==> src/rtl/fp4_cquant.sv <==
// Streaming complex quantizer: signed fixed-point complex samples to packed FP4 E2M1 pairs.
// Two register stages (magnitude/sign, then encoded codes) with a valid/ready handshake.
module fp4_cquant #(
    parameter int WIDTH     = 8,
    parameter int FRAC_BITS = 4,
    parameter int CNT_W     = 16
) (
    input  logic                    clk,
    input  logic                    rst,
    input  logic                    in_valid,
    output logic                    in_ready,
    input  logic signed [WIDTH-1:0] in_real,
    input  logic signed [WIDTH-1:0] in_imag,
    output logic                    out_valid,
    input  logic                    out_ready,
    output logic [3:0]              out_real,
    output logic [3:0]              out_imag,
    output logic [CNT_W-1:0]        sat_count,
    input  logic                    clr_count
);
    // One extra bit so that |most negative input| is representable.
    localparam int MW = WIDTH + 1;

    // Rounding midpoints and the saturation limit, scaled by 2^FRAC_BITS.
    localparam logic [MW-1:0] T_0P5  = MW'(1 << (FRAC_BITS - 1));
    localparam logic [MW-1:0] T_1P25 = MW'(5 << (FRAC_BITS - 2));
    localparam logic [MW-1:0] T_1P75 = MW'(7 << (FRAC_BITS - 2));
    localparam logic [MW-1:0] T_2P5  = MW'(5 << (FRAC_BITS - 1));
    localparam logic [MW-1:0] T_3P5  = MW'(7 << (FRAC_BITS - 1));
    localparam logic [MW-1:0] T_5P0  = MW'(5 << FRAC_BITS);
    localparam logic [MW-1:0] T_6P0  = MW'(6 << FRAC_BITS);

    function automatic logic [MW-1:0] abs_mag(input logic signed [WIDTH-1:0] x);
        logic signed [MW-1:0] xe;
        xe = {x[WIDTH-1], x};
        return x[WIDTH-1] ? MW'(-xe) : MW'(xe);
    endfunction

    // Round to nearest, ties toward larger magnitude.
    function automatic logic [2:0] enc_mag(input logic [MW-1:0] m);
        if (m < T_0P5)       return 3'b000;
        else if (m < T_1P25) return 3'b010;
        else if (m < T_1P75) return 3'b011;
        else if (m < T_2P5)  return 3'b100;
        else if (m < T_3P5)  return 3'b101;
        else if (m < T_5P0)  return 3'b110;
        else                 return 3'b111;
    endfunction

    function automatic logic [3:0] pack_fp4(input logic s, input logic [2:0] code);
        return {s & (code != 3'b000), code};
    endfunction

    function automatic logic [CNT_W-1:0] sat_add(input logic [CNT_W-1:0] c, input logic [1:0] inc);
        logic [CNT_W:0] sum;
        sum = {1'b0, c} + {{(CNT_W-1){1'b0}}, inc};
        return sum[CNT_W] ? {CNT_W{1'b1}} : sum[CNT_W-1:0];
    endfunction

    logic           s1_valid_q;
    logic           sign_re_p1_q, sign_im_p1_q;
    logic [MW-1:0]  mag_re_p1_q, mag_im_p1_q;
    logic           out_valid_q;
    logic [3:0]     out_real_q, out_imag_q;
    logic [CNT_W-1:0] sat_count_q, sat_count_d;
    logic           adv1, adv2, in_fire, s12_fire;
    logic [1:0]     sat_inc;

    assign adv2     = !out_valid_q | out_ready;
    assign adv1     = !s1_valid_q | adv2;
    assign in_ready = adv1;
    assign in_fire  = in_valid & adv1;
    assign s12_fire = s1_valid_q & adv2;

    assign sat_inc = {1'b0, mag_re_p1_q > T_6P0} + {1'b0, mag_im_p1_q > T_6P0};

    always_comb begin
        sat_count_d = sat_count_q;
        if (clr_count)
            sat_count_d = '0;
        else if (s12_fire)
            sat_count_d = sat_add(sat_count_q, sat_inc);
    end

    // Stage 1: sign and magnitude
    always_ff @(posedge clk) begin
        if (rst)
            s1_valid_q <= 1'b0;
        else if (adv1)
            s1_valid_q <= in_valid;
        if (in_fire) begin
            sign_re_p1_q <= in_real[WIDTH-1];
            sign_im_p1_q <= in_imag[WIDTH-1];
            mag_re_p1_q  <= abs_mag(in_real);
            mag_im_p1_q  <= abs_mag(in_imag);
        end
    end

    // Stage 2: encoded FP4 codes and saturation accounting
    always_ff @(posedge clk) begin
        if (rst) begin
            out_valid_q <= 1'b0;
            out_real_q  <= 4'b0000;
            out_imag_q  <= 4'b0000;
            sat_count_q <= '0;
        end else begin
            sat_count_q <= sat_count_d;
            if (adv2)
                out_valid_q <= s1_valid_q;
            if (s12_fire) begin
                out_real_q <= pack_fp4(sign_re_p1_q, enc_mag(mag_re_p1_q));
                out_imag_q <= pack_fp4(sign_im_p1_q, enc_mag(mag_im_p1_q));
            end
        end
    end

    assign out_valid = out_valid_q;
    assign out_real  = out_real_q;
    assign out_imag  = out_imag_q;
    assign sat_count = sat_count_q;
endmodule

==> config.mk <==
export PLATFORM = sky130hd
export DESIGN_NAME = fp4_cquant
export DESIGN_NICKNAME = d
export VERILOG_FILES = /design/src/rtl/fp4_cquant.sv
export SDC_FILE = /design/constraint.sdc
export NUM_CORES = 1
export LEC_CHECK = 0
export CELL_PAD_IN_SITES_DETAIL_PLACEMENT = 1
export CELL_PAD_IN_SITES_GLOBAL_PLACEMENT = 2
export CORE_MARGIN = 1.5
export CORE_UTILIZATION = 31
export DETAILED_ROUTE_END_ITERATION = 16
export GPL_TIMING_DRIVEN = 0
export PLACE_DENSITY_LB_ADDON = 0.1
export SYNTH_ARGS = -nofsm -noshare
export SYNTH_HDL_FRONTEND = slang
export SYNTH_SLANG_ARGS = --single-unit
==> constraint.sdc <==
create_clock -name clk -period 2.6 [get_ports clk]
set_input_delay 0.52 -clock clk [delete_from_list [all_inputs] [get_ports clk]]
set_output_delay 0.52 -clock clk [all_outputs]
set_load 0.01 [all_outputs]
; ---- Yosys cells after proc, flatten, opt, wreduce, memory -nomap -nowiden
; Cells that the tools add are included.
[totals]
regBits = 46
latch_bits = 0
mem_bits_rw = 0
rom_bits = 0
inputBits = 21
output_inout_bits = 26
mem_count = 0
[classes]
add_sub_neg = 4
multipliers = 0
n_div = 0
n_lt_le_gt_ge = 14
n_eq_ne = 0
shifts = 0
n_mux = 19
n_bitwise = 6
n_reduce_logical = 5
[op_table]
columns = op, n
row1 = less-than comparator 9 x 5 -> 1 bit (second input constant), 4
row2 = less-than comparator 9 x 6 -> 1 bit (second input constant), 4
row3 = two-way mux 3 bit, 10
row4 = greater-than comparator 9 x 7 -> 1 bit (second input constant), 2
row5 = less-than comparator 9 x 4 -> 1 bit (second input constant), 2
row6 = less-than comparator 9 x 7 -> 1 bit (second input constant), 2
row7 = negation 8 -> 9 bit, 2
row8 = adder 16 x 2 -> 17 bit, 1
row9 = two-way mux 16 bit, 1
row10 = two-way mux 7 bit, 2
row11 = two-way mux 2 bit, 4
row12 = nonzero test 3 bit, 2
row13 = AND 1 bit, 4
row14 = adder 1 x 1 -> 2 bit, 1
row15 = zero test 1 bit, 2
row16 = two-way mux 1 bit, 2
row17 = bitwise OR 1 bit, 2
row18 = OR reduction 2 bit, 1

; ---- Logic depth before layout (Yosys ltp)
[depth]
depth_word = 11
ltp_mapped = 10

; ---- Worst setup path after synthesis
; Ideal clock, no wire load.
[synth_path]
path_type = reg2reg
startpoint = register mag_re_p1_q[3]
endpoint = register sat_count_q[6], in the netlist sat_count[6]
setup_time_ps = 134
arrival_time_ps = 2101
path_slack_ps = 365
stages_incl_launch_ff = 11
n_path_buf = 1
period_less_slack_ps = 2235
path_cell_list = edfxtp_1 > nor2_1 > nand2_1 > a311oi_1 > fa_1 > inv_1 > ha_1 > and4_1 > clkbuf_1 > a41oi_1 > a211oi_1
[synth_via]
elab_chain_cells = 4
[synth_lines]
columns = item, line
row1 = "start, declared", 62  ; logic [MW-1:0] mag_re_p1_q, mag_im_p1_q;
row2 = "start signal, assigned", 94  ; mag_re_p1_q <= abs_mag(in_real);
row3 = greater-than comparator 9 x 7 -> 1 bit, 75  ; assign sat_inc = {1'b0, mag_re_p1_q > T_6P0} + {1'b0, mag_im_p1_q > T_6P0};
row4 = adder 1 x 1 -> 2 bit, 75
row5 = adder 16 x 2 -> 17 bit, 56  ; sum = {1'b0, c} + {{(CNT_W-1){1'b0}}, inc};
row6 = two-way mux 16 bit, 57  ; return sum[CNT_W] ? {CNT_W{1'b1}} : sum[CNT_W-1:0];
row7 = "end signal, assigned", 107  ; sat_count_q <= sat_count_d;
row8 = "end, declared", 65  ; logic [CNT_W-1:0] sat_count_q, sat_count_d;
; Every way passes these cells.
; A chain may end at the register's enable or synchronous reset.

; ---- Worst setup path in the final report
[layout_path]
startpoint = register mag_im_p1_q[3]
endpoint = register sat_count_q[15], in the netlist sat_count[15]
[layout_via]
elab_chain_cells = 4
[layout_lines]
columns = item, line
row1 = "start, declared", 62
row2 = "start signal, assigned", 95  ; mag_im_p1_q <= abs_mag(in_imag);
row3 = greater-than comparator 9 x 7 -> 1 bit, 75
row4 = adder 1 x 1 -> 2 bit, 75
row5 = adder 16 x 2 -> 17 bit, 56
row6 = two-way mux 16 bit, 57
; Every way passes these cells.

==> results.ini <==
[run_status]
status = complete, no violations

[timing]
slew_headroom = 0.439
hold_violations = 0
setup_viol = 0
skew_ns = 0.00369
fin_crit_ns = 2.41
timing.fmax_ghz = 0.414
rsz0062_at_grt = false
tightest_slew_ns = 0.841
slew_violations = 0
finalCritPeriodShare = 0.928

[grt]
grt_pass1_vias = 1859
grt_start_max_net_pins = 21
grtUsageTotal = 0.143
grt_pass1_wl_mm = 8.67
antenna_found_initial = 0
grt-ovfl-total = 0

[floorplanning]
dieArea_mm2 = 0.00788
core_area_mm2 = 0.00718
die_y_um = 88.8
ioPinCount = 47
die_x_um = 88.8
initial_core_util = 0.318
rows = 31

[place]
gp_congestion = 0.780
port_buffers = 46
dp_hpwl_mm = 4.12
dp.cells = 384
placed_area_mm2 = 0.00287

[layout]
fin_area_mm2 = 0.00299
fillCellCount = 833
finalNetCount = 316
num_antenna_cells = 0
final_common_cell = clkdlybuf4s50_1
drive_above_1_share = 0.0753
area_growth_pct = 31.3
post-route-util = 0.417
final_cell_mix = 46 x clkdlybuf4s50_1, 27 x nand2_1, 26 x dfxtp_1
instances_no_fill = 391

[worst_hold_path]
hold_end = out_real[3]
min-delay-start = out_real[3]
min_path_cells = 2
hp-class = reg2reg

[synthesis]
yosysSeqAreaShare = 0.491
synth.distinct_cells = 42
synthMuxAreaShare = 0
synth_fa_ha_area_frac = 0.0252
synth_edf_count = 20
yosysTopAreaCell = edfxtp_1
syn_inst = 238
synth_compound_area_frac = 0.138
synth-xor-area-share = 0.0499
synth.top_cell.area_share = 0.263
avgSynthCellArea_um2 = 9.58
async_flop_share = 0
synthTopCellsByArea = edfxtp_1 26%, dfxtp_1 23%, xnor2_1 5.0%
mappedNetlistArea_mm2 = 0.00228
ys_warn_count = 0
synth-seq-cells = 46
synthFlopType = dfxtp_1
synth_top_family_by_area = simple AND/OR/NAND/NOR gates
synthSimpleGateAreaFrac = 0.261

[drt]
dr.first_iter.drc_count = 34
wl_per_cell_um = 13.9
vias_per_cell = 4.99
routed_wl_mm = 5.43
postRouteAntennaNets = 0
drt_pre_antenna_iters = 4
via_count = 1950
drc = 0

[clock_tree]
post-cts-setup-buffers = 0
ctsHoldBuffers = 0
cts_tree = yes
htreeDepth = 2
clock_latency_ns = 0.29
clock-root-buffer = clkbuf_8
post_cts_resize_count = 4
cts_sinks = 46
cts_buffer_depth = 2
path_clk_slew_ns = 0.09
cts_inserted_buffers = 5

[setup_path]
startpoint_type = flip-flop
path_max_fanout = 6
path_class = reg2reg
crit_chain = nor2_2 -> nand2_1 -> a311oi_2 -> fa_1 -> and3b_1 -> and3_1 -> clkbuf_1 -> and3_1 -> a211oi_1
crit_path_top_delay_cell = edfxtp_1
reg2reg_depth = 9
reg2reg_setup_slack_ns = 0.19
worstSetupEndpointType = flip-flop
r2r-start = mag_im_p1_q[3]
crit_required_ns = 2.81
r2r_end = sat_count[15]
arrival_ns = 2.63
critPathMaxStageDelay_ns = 0.47
cpMostUsedCell = and3_1

[pwr]
ir_drop_mv = 0.155
finalPower_uw = 1530
p_leak_uw = 0.00104
p_per_area_mw_per_mm2 = 511

[job]
maxCapViolCount = 0

-- synth_stat cells, drive strengths merged (5+ instances only) --
| library cell | number |
|---|---|
| a31oi | 8 |
| edfxtp | 20 |
| a311oi | 6 |
| nor4 | 5 |
| o21ai | 10 |
| clkbuf | 6 |
| inv | 11 |
| a21oi | 11 |
| nor2 | 16 |
| dfxtp | 26 |
| a211oi | 6 |
| nand3 | 12 |
| nand2 | 28 |
| xnor2 | 13 |
| nor3 | 16 |
-- area by class of cell --
cell class | count | area (µm²) | share of cell area
plain buffers | 7 | 28.8 | 0.00961
repair buffers | 46 | 460 | 0.154
flip-flops and latches | 46 | 1120 | 0.374
clock inverters | 3 | 40.0 | 0.0134
inverters | 11 | 41.3 | 0.0138
well taps | 99 | 124 | 0.0414
multi-input cells | 174 | 1110 | 0.371
clock buffers | 5 | 68.8 | 0.0230
-- stage by stage --
stage / setup TNS, ns / hold slack, ns / setup slack (ns)
after floorplan: 0 / 0.476 / 0.365
after global placement: -0.700 / 0.470 / -0.108
after detailed placement: -0.853 / 0.476 / -0.126
after CTS: 0 / 0.492 / 0.0469
after global routing: 0 / 0.522 / 0.0191
final: 0 / 0.490 / 0.186
-- worst max-delay path: cells and delay by family (launching register included) --
| family | cells | cell delay, ns |
|---|---|---|
| and+or+nand+nor | 5 | 0.89 |
| AOI/OAI and AO/OA | 2 | 0.53 |
| DFF | 1 | 0.47 |
| adders and majority gates | 1 | 0.25 |
| buffers and inverters | 1 | 0.19 |
-- worst max path at each step --
stage / from / endpoint / slack [ns] / cells past startpoint
2_1_floorplan: mag_re_p1_q[3] / sat_count[6] / 0.37 / 10
3_3_place_gp: mag_im_p1_q[3] / sat_count[9] / -0.11 / 10
3_5_place_dp: mag_im_p1_q[3] / sat_count[5] / -0.13 / 10
4_1_cts: mag_re_p1_q[3] / sat_count[6] / 0.05 / 10
5_1_grt: mag_im_p1_q[3] / sat_count[6] / 0.02 / 9
6_report: mag_im_p1_q[3] / sat_count[15] / 0.19 / 9
-- metal layers --
metal | global-route usage | vias up | wire, µm
met5 | 0 | - | 0
met4 | 0.0469 | 0 | 66
met3 | 0.0308 | 4 | 163
met2 | 0.269 | 36 | 2890
met1 | 0.160 | 926 | 2310
li1 | - | 984 | -
-- registers in the layout, indices dropped and copies added (netlist names) --
name,cells
mag_im_p1_q,9
mag_re_p1_q,9
out_imag,4
out_real,4
out_valid,1
s1_valid_q,1
sat_count,16
sign_im_p1_q,1
sign_re_p1_q,1
-- power breakdown --
group	internal (µW)	total (µW)	switching, µW	leakage, µW
logic	95.8	184	87.8	0.000572
registers	795	825	30.1	0.000408
clock network	283	523	240	0.0000579
total	1170	1530	357	0.00104
-- cell families after synthesis --
group	count (synthesis)
XOR/XNOR	13
AO/OA/AOI/OAI	49
adder cells (fa/ha/maj)	4
other	1
AND/OR/NAND/NOR	106
buffers and inverters	19
flip-flops	46
Note: power is estimated with default switching activity, not from simulation.
